[src/rtl/lcb_rx_framer_pkg.sv]
// Shared types and defaults for the LCB receive framer.
package lcb_rx_pkg;

  typedef enum logic [1:0] {
    IDLE = 2'd0,
    RECV = 2'd1,
    HOLD = 2'd2
  } rxState_t;

  localparam int DEF_PKT_LEN    = 24;
  localparam int DEF_GAP_CYCLES = 400;

  localparam logic [7:0] ERR_CNT_MAX = 8'hFF;

  function automatic logic [7:0] satInc(input logic [7:0] value);
    return (value == ERR_CNT_MAX) ? value : value + 8'd1;
  endfunction

endpackage

[src/rtl/lcb_rx_framer_gap_timer.sv]
// Inter-byte gap timer: loadable down-counter, expire flags the step that reaches 0.
module lcb_gap_timer #(
  parameter int GAP_CYCLES = 400
) (
  input  logic clk,
  input  logic rst,
  input  logic load,
  input  logic en,
  output logic expire
);

  localparam int CNT_W = $clog2(GAP_CYCLES + 1);

  logic [CNT_W-1:0] cnt;

  // A load in the same cycle always wins over expiry.
  assign expire = en && !load && (cnt == CNT_W'(1));

  always_ff @(posedge clk or negedge rst) begin
    if (!rst) begin
      cnt <= '0;
    end else if (load) begin
      cnt <= CNT_W'(GAP_CYCLES);
    end else if (en && (cnt != '0)) begin
      cnt <= cnt - 1'b1;
    end
  end

endmodule

[src/rtl/lcb_rx_framer.sv]
// LCB answer-packet framer: UART bytes -> 32-entry RAM writes, hold/release handshake.
// Optional checksum check on the last byte when LCB_RX_CHECKSUM_EN is defined.
//
// state | meaning
// IDLE  | waiting for the first byte of a packet
// RECV  | collecting bytes, gap timer running
// HOLD  | packet complete, buffer owned by the read arbiter
module lcb_rx_framer
  import lcb_rx_pkg::*;
#(
  parameter int PKT_LEN    = DEF_PKT_LEN,
  parameter int ADDR_W     = 5,
  parameter int GAP_CYCLES = DEF_GAP_CYCLES
) (
  input  logic              clk,
  input  logic              rst,
  input  logic              rstTx,
  input  logic              iValid,
  input  logic [7:0]        iData,
  input  logic              rstWr,
  output logic [7:0]        oWrData,
  output logic [ADDR_W-1:0] oWrAddr,
  output logic              oWE,
  output logic              oDone,
  output logic              oBusy,
  output logic              oErrShort,
  output logic              oErrOverrun,
`ifdef LCB_RX_CHECKSUM_EN
  output logic              oErrCsum,
`endif
  output logic [7:0]        oErrCnt
);

  localparam logic [ADDR_W-1:0] LAST_IDX = ADDR_W'(PKT_LEN - 1);

  rxState_t          state, stateNext;
  logic [ADDR_W-1:0] count, countNext;
  logic [ADDR_W-1:0] writeIdx;
  logic              accept;
  logic              weNext;
  logic              doneNext, donePend;
  logic              errShortNext, errOverNext, errCsumNext, errAny;
  logic              timerLoad, timerEn, timerExpire;
  logic              csumOk;

  // Only RECV continues a packet; IDLE and HOLD+rstWr both start at address 0.
  assign writeIdx = (state == RECV) ? count : '0;

  assign timerLoad = accept;
  assign timerEn   = (state == RECV) && !iValid;

  lcb_gap_timer #(
    .GAP_CYCLES(GAP_CYCLES)
  ) uGapTimer (
    .clk   (clk),
    .rst   (rst),
    .load  (timerLoad),
    .en    (timerEn),
    .expire(timerExpire)
  );

`ifdef LCB_RX_CHECKSUM_EN
  logic [7:0] csumAcc, csumBase;

  assign csumBase = (writeIdx == '0) ? 8'h00 : csumAcc;
  assign csumOk   = (iData == csumBase);

  always_ff @(posedge clk or negedge rst) begin
    if (!rst) begin
      csumAcc  <= 8'h00;
      oErrCsum <= 1'b0;
    end else begin
      oErrCsum <= errCsumNext;
      if (accept) csumAcc <= csumBase ^ iData;
    end
  end
`else
  assign csumOk = 1'b1;
`endif

  always_ff @(posedge clk or negedge rst) begin
    if (!rst) begin
      state <= IDLE;
      count <= '0;
    end else begin
      state <= stateNext;
      count <= countNext;
    end
  end

  always_comb begin
    stateNext    = state;
    countNext    = count;
    accept       = 1'b0;
    weNext       = 1'b0;
    doneNext     = 1'b0;
    errShortNext = 1'b0;
    errOverNext  = 1'b0;
    errCsumNext  = 1'b0;

    case (state)
      IDLE: begin
        if (iValid) accept = 1'b1;
      end
      RECV: begin
        // rstTx outranks a byte in the same cycle.
        if (rstTx) begin
          errShortNext = 1'b1;
          stateNext    = IDLE;
          countNext    = '0;
        end else if (iValid) begin
          accept = 1'b1;
        end else if (timerExpire) begin
          errShortNext = 1'b1;
          stateNext    = IDLE;
          countNext    = '0;
        end
      end
      HOLD: begin
        if (rstWr && iValid) begin
          accept = 1'b1;
        end else if (rstWr) begin
          stateNext = IDLE;
        end else if (iValid) begin
          errOverNext = 1'b1;
        end
      end
      default: begin
        stateNext = IDLE;
        countNext = '0;
      end
    endcase

    if (accept) begin
      weNext = 1'b1;
      if (writeIdx == LAST_IDX) begin
        countNext = '0;
        if (csumOk) begin
          stateNext = HOLD;
          doneNext  = 1'b1;
        end else begin
          stateNext   = IDLE;
          errCsumNext = 1'b1;
        end
      end else begin
        countNext = writeIdx + 1'b1;
        stateNext = RECV;
      end
    end
  end

  assign errAny = errShortNext || errOverNext || errCsumNext;

  always_ff @(posedge clk or negedge rst) begin
    if (!rst) begin
      oWE         <= 1'b0;
      oWrAddr     <= '0;
      oWrData     <= 8'h00;
      donePend    <= 1'b0;
      oDone       <= 1'b0;
      oBusy       <= 1'b0;
      oErrShort   <= 1'b0;
      oErrOverrun <= 1'b0;
      oErrCnt     <= 8'h00;
    end else begin
      oWE         <= weNext;
      if (weNext) begin
        oWrAddr <= writeIdx;
        oWrData <= iData;
      end
      // Done trails the last write by one cycle so the RAM has the byte first.
      donePend    <= doneNext;
      oDone       <= donePend;
      oBusy       <= (stateNext == HOLD);
      oErrShort   <= errShortNext;
      oErrOverrun <= errOverNext;
      if (errAny) oErrCnt <= satInc(oErrCnt);
    end
  end

endmodule

[config.mk]
export PLATFORM = sky130hd
export DESIGN_NAME = lcb_rx_framer
export DESIGN_NICKNAME = d
export VERILOG_FILES = /design/src/rtl/lcb_rx_framer_pkg.sv /design/src/rtl/lcb_rx_framer_gap_timer.sv /design/src/rtl/lcb_rx_framer.sv
export SDC_FILE = /design/constraint.sdc
export NUM_CORES = 1
export LEC_CHECK = 0
export BUFFER_PORTS_ARGS = -buffer_cell sky130_fd_sc_hd__buf_2
export CAP_MARGIN = 20
export CORE_UTILIZATION = 58
export CTS_CLUSTER_DIAMETER = 40
export CTS_CLUSTER_SIZE = 20
export DETAILED_ROUTE_END_ITERATION = 8
export GPL_TIMING_DRIVEN = 0
export HOLD_SLACK_MARGIN = 0.08
export PLACE_DENSITY_LB_ADDON = 0.12
export RECOVER_POWER = 25
export SYNTH_ARGS = -nofsm -noshare
export SYNTH_HDL_FRONTEND = slang
export SYNTH_SLANG_ARGS = --single-unit
[constraint.sdc]
create_clock -name clk -period 4.85 [get_ports clk]
set_input_delay 0.485 -clock clk [delete_from_list [all_inputs] [get_ports clk]]
set_output_delay 0.485 -clock clk [all_outputs]
set_load 0.05 [all_outputs]
Yosys cells after proc, flatten, opt, wreduce, memory -nomap -nowiden
Cells that the tools add are included.
- shift operators: 0
- magnitude comparators: 0
- multiplexer cells: 31
- divide/modulo/power cells: 0
- reduce and logical (&&, ||, !) cells: 14
- bitwise operators: 1
- $add $sub $neg: 3
- equal/unequal tests: 9
- multipliers: 0
- operators with widths (operator ; number):
    5-bit 2-to-1 mux ; 6
    9-bit 2-to-1 mux ; 2
    2-bit 2-to-1 mux ; 7
    1-bit 2-to-1 mux ; 13
    5-bit one-hot mux with 2 select lines ; 1
    9-bit by 1-bit equality test with 1-bit output (second input constant) ; 1
    9-bit nonzero test ; 1
    9-bit by 1-bit subtractor with 9-bit output (second input constant) ; 1
    8-bit by 1-bit adder with 8-bit output (second input constant) ; 1
    8-bit equality test (second input constant) ; 1
    4-bit by 3-bit != test with 1-bit output (second input constant) ; 2
    2-bit one-hot mux with 3 select lines ; 1
    5-bit by 1-bit adder with 5-bit output (second input constant) ; 1
    5-bit equality test (second input constant) ; 1
    1-bit logical AND ; 5
    2-bit equality test (second input constant) ; 2
    1-bit one-hot mux with 3 select lines ; 1
    3-bit AND reduction ; 1
    2-bit by 1-bit equality test with 1-bit output (second input constant) ; 1
    1-bit zero test ; 2
    2-bit zero test ; 1
    2-bit by 1-bit != test with 1-bit output (second input constant) ; 1
    2-bit AND reduction ; 1
    2-bit nonzero test ; 1
    other kinds (3) ; 3
- word-level logic and storage cells: 70
- register bits after elaboration: 43
- memories kept: 0
- output and inout bits: 26
- memory bits (writable): 0
- bits in read-only memories: 0
- input bits: 13
- bits in latches: 0

Logic depth before layout (Yosys ltp)
Gate-level depths: netlist of the first run.
- depth after elaboration: 12
- depth in mapped cells: 9
- mapped depth without buffers: 8

Cells and area by module
Synthesis of the first run repeated with hierarchy kept, for this count alone.
- cells, all modules: 191
- area total of the unflattened synthesis: 2133.3 µm²
- by module, submodules not included (module ; area an instance (µm²) ; times used ; cells each ; sequential area each (µm²)):
    lcb_rx_framer ; 1501.4 ; 1 ; 127 ; 850.8
    lcb_gap_timer ; 631.9 ; 1 ; 64 ; 225.2

Worst setup path before layout of the first run
Ideal clock, no wire load.
- path kind: in2reg
- from: in iValid
- to: reg oErrCnt[7]
- data arrival time: 1.988 ns
- required time: 4.725 ns
- path buffers: 1
- setup time: 0.125 ns
- stages: 5
- slack: 2.738 ns
- path through: clkbuf_1 or3b_2 a21o_1 a211oi_1 mux2_2
- word-level cells in the longest chain between the ends: 12
- elaborated cells on any way between the ends: 19
- classes of those cells: mux: 11; reduce/logical: 8
- ends and longest elaborated chain (what ; line ; RTL):
    from (decl) ; lcb_rx_framer.sv:18 ; input logic iValid,
    1-bit 2-to-1 mux or 1-bit logical AND (tied branches) ; n/a ;
    1-bit 2-to-1 mux (on tied branches) ; lcb_rx_framer.sv:107, lcb_rx_framer.sv:120 ;
    1-bit one-hot mux with 3 select lines ; lcb_rx_framer.sv:101 ; case (state)
    1-bit zero test ; lcb_rx_framer_gap_timer.sv:17 ; assign expire = en && !load && (cnt == CNT_W'(1));
    1-bit logical AND (2 in series) ; lcb_rx_framer_gap_timer.sv:17 ;
    1-bit 2-to-1 mux ; lcb_rx_framer.sv:113 ; end else if (timerExpire) begin
    1-bit 2-to-1 mux ; lcb_rx_framer.sv:111 ; end else if (iValid) begin
    1-bit 2-to-1 mux ; lcb_rx_framer.sv:107 ; if (rstTx) begin
    1-bit 2-to-1 mux ; lcb_rx_framer.sv:101 ;
    1-bit logical OR (*) ; lcb_rx_framer.sv:152 ; assign errAny = errShortNext || errOverNext || errCsumNext;
    2-bit AND reduction (no source line) (*) ; n/a ;
    to (signal assigned) ; lcb_rx_framer.sv:177 ; if (errAny) oErrCnt <= satInc(oErrCnt);
    to (decl) ; lcb_rx_framer.sv:31 ; output logic [7:0] oErrCnt
Mark *: on every way between the ends. The rest lies on a longest branch, timed or not.
A chain may end at the register's enable or synchronous reset.

Final worst setup path of the first run
- from: reg state[0]
- to: reg count[3]
- elaborated cells on any way between the ends: 19
- classes of those cells: add/sub: 1; eq/ne: 6; mux: 5; reduce/logical: 7
- RTL lines (what ; line ; RTL):
    from (decl) ; lcb_rx_framer.sv:36 ; rxState_t state, stateNext;
    from (signal assigned) ; lcb_rx_framer.sv:86 ; state <= stateNext;
    2-bit by 1-bit equality test with 1-bit output (*) ; lcb_rx_framer.sv:47 ; assign writeIdx = (state == RECV) ? count : '0;
    5-bit 2-to-1 mux (*) ; lcb_rx_framer.sv:47 ;
    named net writeIdx[0] ; lcb_rx_framer.sv:38 ; logic [ADDR_W-1:0] writeIdx;
    5-bit by 1-bit adder with 5-bit output or 5-bit equality test (tied branches) ; lcb_rx_framer.sv:146, lcb_rx_framer.sv:136 ;
    5-bit 2-to-1 mux (*) ; lcb_rx_framer.sv:136 ; if (writeIdx == LAST_IDX) begin
    5-bit 2-to-1 mux (*) ; lcb_rx_framer.sv:134 ; if (accept) begin
    to (signal assigned) ; lcb_rx_framer.sv:87 ; count <= countNext;
    to (decl) ; lcb_rx_framer.sv:37 ; logic [ADDR_W-1:0] count, countNext;
Mark *: on every way through the listed nets, which the timed path passes. The rest lies on a longest branch.

==> results.tsv, run 1 <==
metric	value	unit
status	complete, but fails checks	
violations	max-capacitance violations, max-slew violations	
fin_crit	2.30	ns
power.leakage	1.15	nW
routabilityCongestion	0.760	
finalNetCount	265	
clkPwrFrac	16.2	%
post_cts_buffers	0	
path_clk_slew	0.12	ns
dieHeight	61.4	µm
start_util	60.8	%
power_frac_comb	34.8	%
cts-buffers-inserted	5	
hold_buffers	0	
switching_share	40.5	%
ys.flop_type	dfrtp_1	
wire_per_inst	12.5	µm
grt.overflow.total	0	
netlist_instances	203	
drive_gt1_share	21.5	%
layout_common_cells	43 x dfrtp_1, 42 x nand2_1, 36 x buf_2, 10 x nor2_1	
antenna_cells	0	
cp_data_arrival_time	2.53	ns
hold_class	in -> reg	
fin_tns_setup	0	ns
drc	0	
rsz0062_at_grt	no	
power_density	408	nW/µm²
power_frac_seq	49.1	%
coreArea	3360	µm²
drt_iter0_markers	82	
synthArstFlopShare	100	%
ant_nets	0	
port_buffers	37	
clkLatencyLatePin	0.35	ns
crit_required	5.08	ns
drt-total-wl	3640	µm
antenna_found_initial	0	
vias	1598	
grt_pass1_wl	5960	µm
clkSinkCount	43	
die_x	61.4	µm
htreeDepth	2	
clock_path_buffers	2	
peakVddDrop	0.206	mV
yosysTopAreaCell	dfrtp_1	
area_delta_synth_final	13.8	%
final_util	69.2	%
relSlewSlack	-44.1	%
fmax	434	MHz
yosysTopAreaCellShare	52.6	%
grt_max_degree	44	
cts.repair.resized	0	
fin_crit_sh	47.5	%
syn_avg_cell_area	10.1	µm²
synthTopCellsByArea	dfrtp_1 53%, nand2_1 7.7%, mux2_2 4.4%	
vias_per_cell	5.47	
setup_violations	0	
track_usage	21.7	%
startpoint_type	flop	
tightest_slew	2.16	ns
ys_seq_area_share	52.6	%
p_total	0.000950	W
drt_first_pass_iters	4	
hold_violations	0	
synth-seq-cells	43	
syn-cell-area	2040	µm²
skew	0.0138	ns
crit_fanout	10	
intPower	0.000566	W
cts-root-buf	clkbuf_4	
drv_slew	44	
dp_slack	2.59	ns
yosysWarningCount	0	
worstSetupPathType	reg -> reg	
worst_slack	2.55	ns
row_count	21	
synth.distinct_cells	44	
grt_pass1_vias	1386	
io_pins	39	
nFillCells	304	
layout_commonest_cell	dfrtp_1	
die_area	3770	µm²
syn-num-nets	221	
power_switching	0.000384	W
dp.final_hpwl	2610	µm
endpoint_kind	flop	
drv_cap	1	
cts_tree	done	
synth-edff-count	0	
## kinds of logic (layout without fill, tap and decap cells)
kind of cell             count (synthesis)  count (layout)  synth area share, %
AO/OA/AOI/OAI                           34              34                 11.0
XOR/XNOR                                 4               4                 1.71
adder cells (fa/ha/maj)                  5               5                 3.06
buffers and inverters                   11              54                 2.02
flip-flops                              43              43                 52.6
multiplexers                            11              11                 5.88
AND/OR/NAND/NOR                         95              95                 23.7
## through the flow
stage	area [µm²]	cells	hold slack, ns
after detailed placement	2290	286	0.342
after global placement	2290	286	0.333
final	2330	292	0.321
after global routing	2330	292	0.304
after CTS	2330	292	0.287
after floorplan	2040	203	0.189
## layout make-up
class,instances,area (µm²),share of cell area [%]
well taps,46,57.6,2.47
clock buffers,6,41.3,1.77
inverters,6,22.5,0.968
flip-flops and latches,43,1080,46.2
plain buffers,5,18.8,0.806
multi-input cells,149,927,39.8
repair buffers,37,184,7.90
## Yosys cell counts, types with 5 or more instances
master / number
nand2_1: 42
ha_1: 5
clkbuf_1: 5
o21ai_0: 6
nor2_1: 10
dfrtp_1: 43
mux2_2: 8
inv_1: 5
a21oi_1: 8
nand2b_1: 6
## path summary, 6_finish.rpt
check | startpoint | to | slack (ns) | cells past startpoint
max reg2reg | state[0] | count[3] | 2.55 | 9
max | state[0] | count[3] | 2.55 | 9
max in group asynchronous | rst | uGapTimer.cnt[1] | 2.86 | 1
min | iData[4] | oWrData[4] | 0.32 | 3
min in group asynchronous | rst | oErrCnt[6] | 0.75 | 1
min reg2reg | donePend | oDone | 0.36 | 0
## flip-flops by register name, indices dropped and copies added, names as in the netlist
name           flops
uGapTimer.cnt      9
oErrCnt            8
oWrData            8
count              5
oWrAddr            5
state              2
donePend           1
oBusy              1
oDone              1
oErrOverrun        1
oErrShort          1
oWE                1
## power groups by stage
stage               clock, W  combinational [W]  sequential (W)
floorplan                  0           0.000129        0.000593
detailed placement         0           0.000332        0.000473
CTS                 0.000160           0.000333        0.000466
global placement           0           0.000329        0.000471
global route        0.000173           0.000364        0.000477
finish              0.000154           0.000330        0.000467
## routing by layer
layer / track usage (%) / share of wire, % / up-vias
met4: 6.67 / 1.3 / 0
met2: 34.2 / 45 / 40
li1: - / - / 803
met3: 5.88 / 5.3 / 6
met5: 0 / 0 / -
met1: 29.7 / 48 / 749
## worst max-delay path, cell delays in order (launching register included)
cell,delay (ns)
dfrtp_1,0.37
clkbuf_1,0.32
nor2b_1,0.43
nand2_1,0.16
inv_1,0.08
ha_1,0.19
nand2_1,0.11
nor3_1,0.22
nor4_1,0.09
a211o_1,0.23
Note: power is estimated with default switching activity, not from simulation.
==> inputs of run 2 (changes only) <==
Settings changed: CORE_UTILIZATION 58 to 49.
Clock period 4.85 ns to 1.9 ns, I/O delays scaled along.
==> run 2 against run 1 <==
Effect of this change:
- the flow finishes with violations (negative setup slack)
- die area increased by 18%
- highest routed layer unchanged
- combinational power increased to 3.2 times the previous value
- first-iteration DRC count grew 63%
- critical path type unchanged
- register-to-register slack worse by 2.8 ns
- cell area up 16%
- critical path depth decreased by 5
- cell count is 6.8% higher
- worst hold slack worse by 0.23 ns
==> results.tsv, run 2 (synthesis gave the netlist of run 1 again) <==
metric	value	unit	change
die_x	66.6	µm	+8.5%
met3_usage	3.77	%	-2.1 points
htreeDepth	2		unchanged
post_dp_cell_area	2290	µm²	+0.33%
reg_top3	uGapTimer.cnt: 9 flops, oErrCnt: 8 flops, oWrData: 8 flops		
rr_worst_depth	4		-5
wire_per_inst	15.0	µm	+20%
drc	0		unchanged
status	complete, but fails checks		
use_met2	36.5	%	+2.3 points
layout_common_cells	41 x nand2_1, 40 x dfrtp_1, 24 x clkbuf_1, 15 x buf_2, 11 x buf_4		
cts-buffers-inserted	5		unchanged
worstSetupPathType	reg -> reg		
power.leakage	1.23	nW	+6.3%
vias	1682		+5.3%
crit_required	2.08	ns	-3.00 ns
dieHeight	66.6	µm	+8.5%
intPower	0.00186	W	+230%
largest_reg_flops	9		unchanged
r2r-start	uGapTimer.cnt[4]		
power_frac_comb	35.0	%	+0.2 points
hold_class	in -> reg		
hold_start	iData[0]		
regToRegSetupSlack	-0.21	ns	-2.76 ns
track_usage	21.3	%	-0.41 points
clkSinkCount	43		unchanged
power_density	1110	nW/µm²	+170%
fmax	473	MHz	+9.0%
holdPathStages	3		unchanged
crit_path_max_incr_delay	0.55	ns	+0.12 ns
path_cells	or4_4 -> or4_4 -> a311o_1 -> a211o_1		
antenna_found_initial	0		unchanged
cpMostUsedCell	or4_4		
layout_commonest_cell	nand2_1		
skew	0.00504	ns	-0.00878 ns
relSlewSlack	38.0	%	+82 points
coreArea	4000	µm²	+19%
routabilityCongestion	0.771		+1.4%
power_frac_seq	40.5	%	-8.6 points
clkLatencyLatePin	0.29	ns	-0.06 ns
switching_share	37.7	%	-2.8 points
setup_violations	11		+11
cp_data_arrival_time	2.29	ns	-0.24 ns
area_delta_synth_final	31.6	%	
ant_nets	0		unchanged
fin_tns_setup	-1.16	ns	-1.16 ns
finalNonFillerCells	312		+6.8%
drv_slew	0		-100%
violations	negative setup slack		
vias_per_cell	5.39		-1.5%
clock_path_buffers	2		unchanged
row_count	23		+9.5%
rsz0062_at_grt	yes		
hold_violations	0		unchanged
grt_max_degree	44		unchanged
grt_pass1_wl	7160	µm	+20%
final_cell_area	2690	µm²	+16%
crit_slowest_cell	or4_4		
cts_tree	done		
dp.final_hpwl	2770	µm	+6.2%
worst_slack	-0.212	ns	-2.76 ns
power_switching	0.00112	W	+190%
startpoint_type	flop		
port_buffers	37		unchanged
drt-total-wl	4670	µm	+28%
regToRegEndpoint	count[4]		
crit_fanout	5		-5
antenna_cells	0		unchanged
drv_cap	0		-1
drt_iter0_markers	134		+63%
drt_first_pass_iters	4		unchanged
grt.overflow.total	0		unchanged
peakVddDrop	0.714	mV	+250%
min_to	oWrData[0]		
die_area	4430	µm²	+18%
tightest_slew	0.931	ns	-1.23 ns
grtUsageMet1	27.5	%	-2.2 points
placed_cells	290		+1.4%
path_clk_slew	0.08	ns	-0.04 ns
drive_gt1_share	30.5	%	+9.0 points
top_usage_layer	met2		
fin_crit	2.11	ns	-0.189 ns
cts-root-buf	clkbuf_8		
io_pins	39		unchanged
grt_pass1_vias	1567		+13%
top_register	uGapTimer.cnt		
fin_crit_sh	111	%	+64 points
clkPwrFrac	24.5	%	+8.3 points
finalNetCount	279		+5.3%
endpoint_kind	flop		
start_util	51.1	%	-9.7 points
[run 2: cell count changes in the layout (fill, tap and decap cells not counted), moves of 6 or more]
cell	change
buf_2	-21
mux2_2	-7
clkbuf_8	+6
buf_4	+11
clkbuf_1	+17
mux2_4	+7
[run 2: final cells by class]
type	instances	area, µm²
Inverter	6	23.8
Multi-Input combinational cell	149	1110
Tap cell	50	62.6
Clock inverter	2	35.0
Sequential cell	43	1080
Fill cell	333	1310
Buffer	5	25.0
Timing Repair Buffer	51	277
Clock buffer	6	82.6
[run 2: worst max-delay path by stage]
stage	start	end	slack [ns]
floorplan	uGapTimer.cnt[4]	count[3]	-0.12
global placement	state[0]	count[3]	-0.38
detailed placement	state[0]	count[3]	-0.37
CTS	uGapTimer.cnt[5]	count[4]	-0.20
global route	uGapTimer.cnt[5]	count[4]	-0.26
finish	uGapTimer.cnt[4]	count[4]	-0.21
[run 2: worst max-delay path: cells and delay by family, from the launching register on]
family	cells	cell delay, ns
simple gates	2	0.97
compound gates	2	0.63
flops	1	0.40
[run 2: per-layer routing]
layer / share of wire, % / routed length, µm
met5: 0 / 0
met4: 0.90 / 42
met3: 3.3 / 153
met2: 48 / 2250
met1: 48 / 2220
[run 2: per-stage QoR]
step	util (%)	setup WS [ns]	total power [W]	hold slack, ns
after global placement	57.4	-0.375	0.00206	0.334
after floorplan	-	-0.124	0.00185	-0.106
after detailed placement	57.4	-0.368	0.00208	0.336
after CTS	63.6	-0.195	0.00288	0.0808
final	67.3	-0.212	0.00298	0.0859
after global routing	67.3	-0.259	0.00312	0.0901
[run 2: power groups by stage]
stage | clock network (W) | logic [W] | registers, W
2_1_floorplan | 0 | 0.000329 | 0.00152
3_3_place_gp | 0 | 0.000844 | 0.00121
3_5_place_dp | 0 | 0.000863 | 0.00121
4_1_cts | 0.000743 | 0.000951 | 0.00119
5_1_grt | 0.000778 | 0.00111 | 0.00123
6_report | 0.000728 | 0.00104 | 0.00121
[run 2: what timing repair did]
action                                  in CTS  in global routing
endpoints found under the setup margin      34                 30
hold endpoints to repair                    24                  0
resized for setup                           19                 36
hold buffers                                 1                  0
setup buffers                                7                  7
gates cloned                                 0                  0
pin swaps                                    3                  6
==> inputs of run 3 (changes only) <==
Settings changed: CTS_BUF_LIST set to sky130_fd_sc_hd__clkbuf_16.
==> run 3 against run 2 <==
Effect of this change:
- the run still ends with negative setup slack left
- worst hold slack improved by 0.0041 ns
- combinational power barely moved
- non-clock buffer count rose by 1
- cell area rose by 3.0%
- clock power rose by 28%
- critical path type unchanged
- critical endpoint unchanged
- largest cell class unchanged
==> results.tsv, run 3 (synthesis gave the netlist of run 1 again) <==
metric	value	unit	change
status	complete, but fails checks		
violations	negative setup slack		
largest_reg_flops	9		unchanged
power.leakage	1.32	nW	+7.9%
drt-total-wl	4680	µm	+0.36%
grt.overflow.total	0		unchanged
drt_iter0_markers	141		+5.2%
drv_cap	0		unchanged
crit_fanout	5		unchanged
wire_per_inst	15.0	µm	about the same
path_clk_slew	0.06	ns	-0.02 ns
hold_class	in -> async		
antenna_found_initial	0		unchanged
fmax	473	MHz	-0.16%
row_count	23		unchanged
vias	1700		+1.1%
layout_common_cells	41 x nand2_1, 39 x dfrtp_1, 36 x buf_2, 12 x buf_4, 10 x nor2_1		
layout_commonest_cell	nand2_1		
fin_crit_sh	111	%	+0.17 points
tightest_slew	1.04	ns	+0.114 ns
port_buffers	37		unchanged
skew	0.00377	ns	-0.00127 ns
die_area	4430	µm²	unchanged
startpoint_type	flop		
dp_slack	-0.368	ns	unchanged
final_util	69.3	%	+2.0 points
rsz0062_at_grt	yes		
post_dp_cell_area	2290	µm²	unchanged
final_cell_area	2770	µm²	+3.0%
ant_nets	0		unchanged
drc	0		unchanged
power_density	1160	nW/µm²	+4.7%
start_util	51.1	%	unchanged
crit_path_max_incr_delay	0.55	ns	about the same
io_pins	39		unchanged
regArea	1080	µm²	+0.12%
hold_buffers	0		-1
routabilityCongestion	0.771		unchanged
p_total	0.00321	W	+7.9%
cts-buffers-inserted	5		unchanged
hold_violations	0		unchanged
vias_per_cell	5.43		+0.75%
top_register	uGapTimer.cnt		
finalNetCount	280		+0.36%
nFillCells	315		-5.4%
grt_pass1_wl	7330	µm	+2.3%
endpoint_kind	flop		
track_usage	21.7	%	+0.37 points
multi_input_area	1110	µm²	unchanged
crit_required	2.06	ns	-0.02 ns
reg_top3	uGapTimer.cnt: 9 flops, oErrCnt: 8 flops, oWrData: 8 flops		
htreeDepth	2		unchanged
crit_slowest_cell	or4_4		
setup_violations	11		unchanged
clkSinkCount	43		unchanged
die_x	66.6	µm	unchanged
coreArea	4000	µm²	unchanged
clock_path_buffers	2		unchanged
antenna_cells	0		unchanged
cts_tree	done		
peakVddDrop	0.854	mV	+20%
clkLatencyLatePin	0.27	ns	-0.02 ns
relSlewSlack	30.4	%	-7.6 points
dieHeight	66.6	µm	unchanged
drive_gt1_share	38.8	%	+8.2 points
fin_tns_setup	-1.09	ns	+0.0622 ns
cts-root-buf	clkbuf_16		
drt_first_pass_iters	4		unchanged
worstSetupPathType	reg -> reg		
grt_pass1_vias	1629		+4.0%
cpMostUsedCell	or4_4		
dp.final_hpwl	2770	µm	unchanged
area_delta_synth_final	35.6	%	
worst_slack	-0.216	ns	-0.00331 ns
path_cells	or4_4 -> or4_4 -> a311o_1 -> a211o_1		
drv_slew	0		unchanged
fin_crit	2.12	ns	+0.00331 ns
cp_data_arrival_time	2.27	ns	-0.02 ns
grt_max_degree	44		unchanged
-- run 3: changes by cell type in the layout (fill, tap and decap cells not counted), moves of 5 or more --
cell / delta
buf_2: +21
clkbuf_1: -20
clkbuf_8: -6
clkbuf_16: +5
-- run 3: area by class of cell --
class | count | area share, %
clock inverters | 3 | 1.40
plain buffers | 5 | 0.812
clock buffers | 5 | 4.51
inverters | 6 | 0.857
flip-flops and latches | 43 | 39.0
multi-input cells | 149 | 39.9
well taps | 50 | 2.26
repair buffers | 52 | 11.3
-- run 3: final timing paths --
check / from / endpoint / slack, ns / cells after the start
max: uGapTimer.cnt[4] / count[4] / -0.22 / 4
max in group asynchronous: rst / uGapTimer.cnt[0] / 1.09 / 1
min reg2reg: donePend / oDone / 0.35 / 0
min: rst / oWrAddr[4] / 0.09 / 1
min in group clk: iData[0] / oWrData[0] / 0.10 / 3
max reg2reg: uGapTimer.cnt[4] / count[4] / -0.22 / 4
-- run 3: layer usage --
layer,GRT usage (%),up-vias,share of wire [%]
li1,-,831,-
met1,27.8,824,47
met2,36.4,41,49
met3,4.62,4,3.9
met4,6.65,0,0.58
met5,0,-,0
-- run 3: where the power goes --
part           leakage (nW)  total [W]  switching (W)  internal (W)
sequential            0.545    0.00121       0.000144       0.00106
combinational         0.695    0.00107       0.000672      0.000401
clock                0.0812   0.000932       0.000320      0.000612
-- run 3: what timing repair did --
item                       CTS  global route
pin swaps                    5             8
setup buffers                9             7
gates resized for setup     17            36
setup endpoints to repair   39            32
-- run 3: critical path, delay by kind of cell, from the launching register on --
| family | cells | cell delay (ns) |
|---|---|---|
| simple gates | 2 | 0.97 |
| compound gates | 2 | 0.65 |
| flops | 1 | 0.39 |
-- run 3: stage by stage --
stage	instances	hold slack (ns)
final	313	0.0901
after global routing	313	0.108
after CTS	307	0.0929
after detailed placement	290	0.336
after global placement	290	0.334
after floorplan	203	-0.106
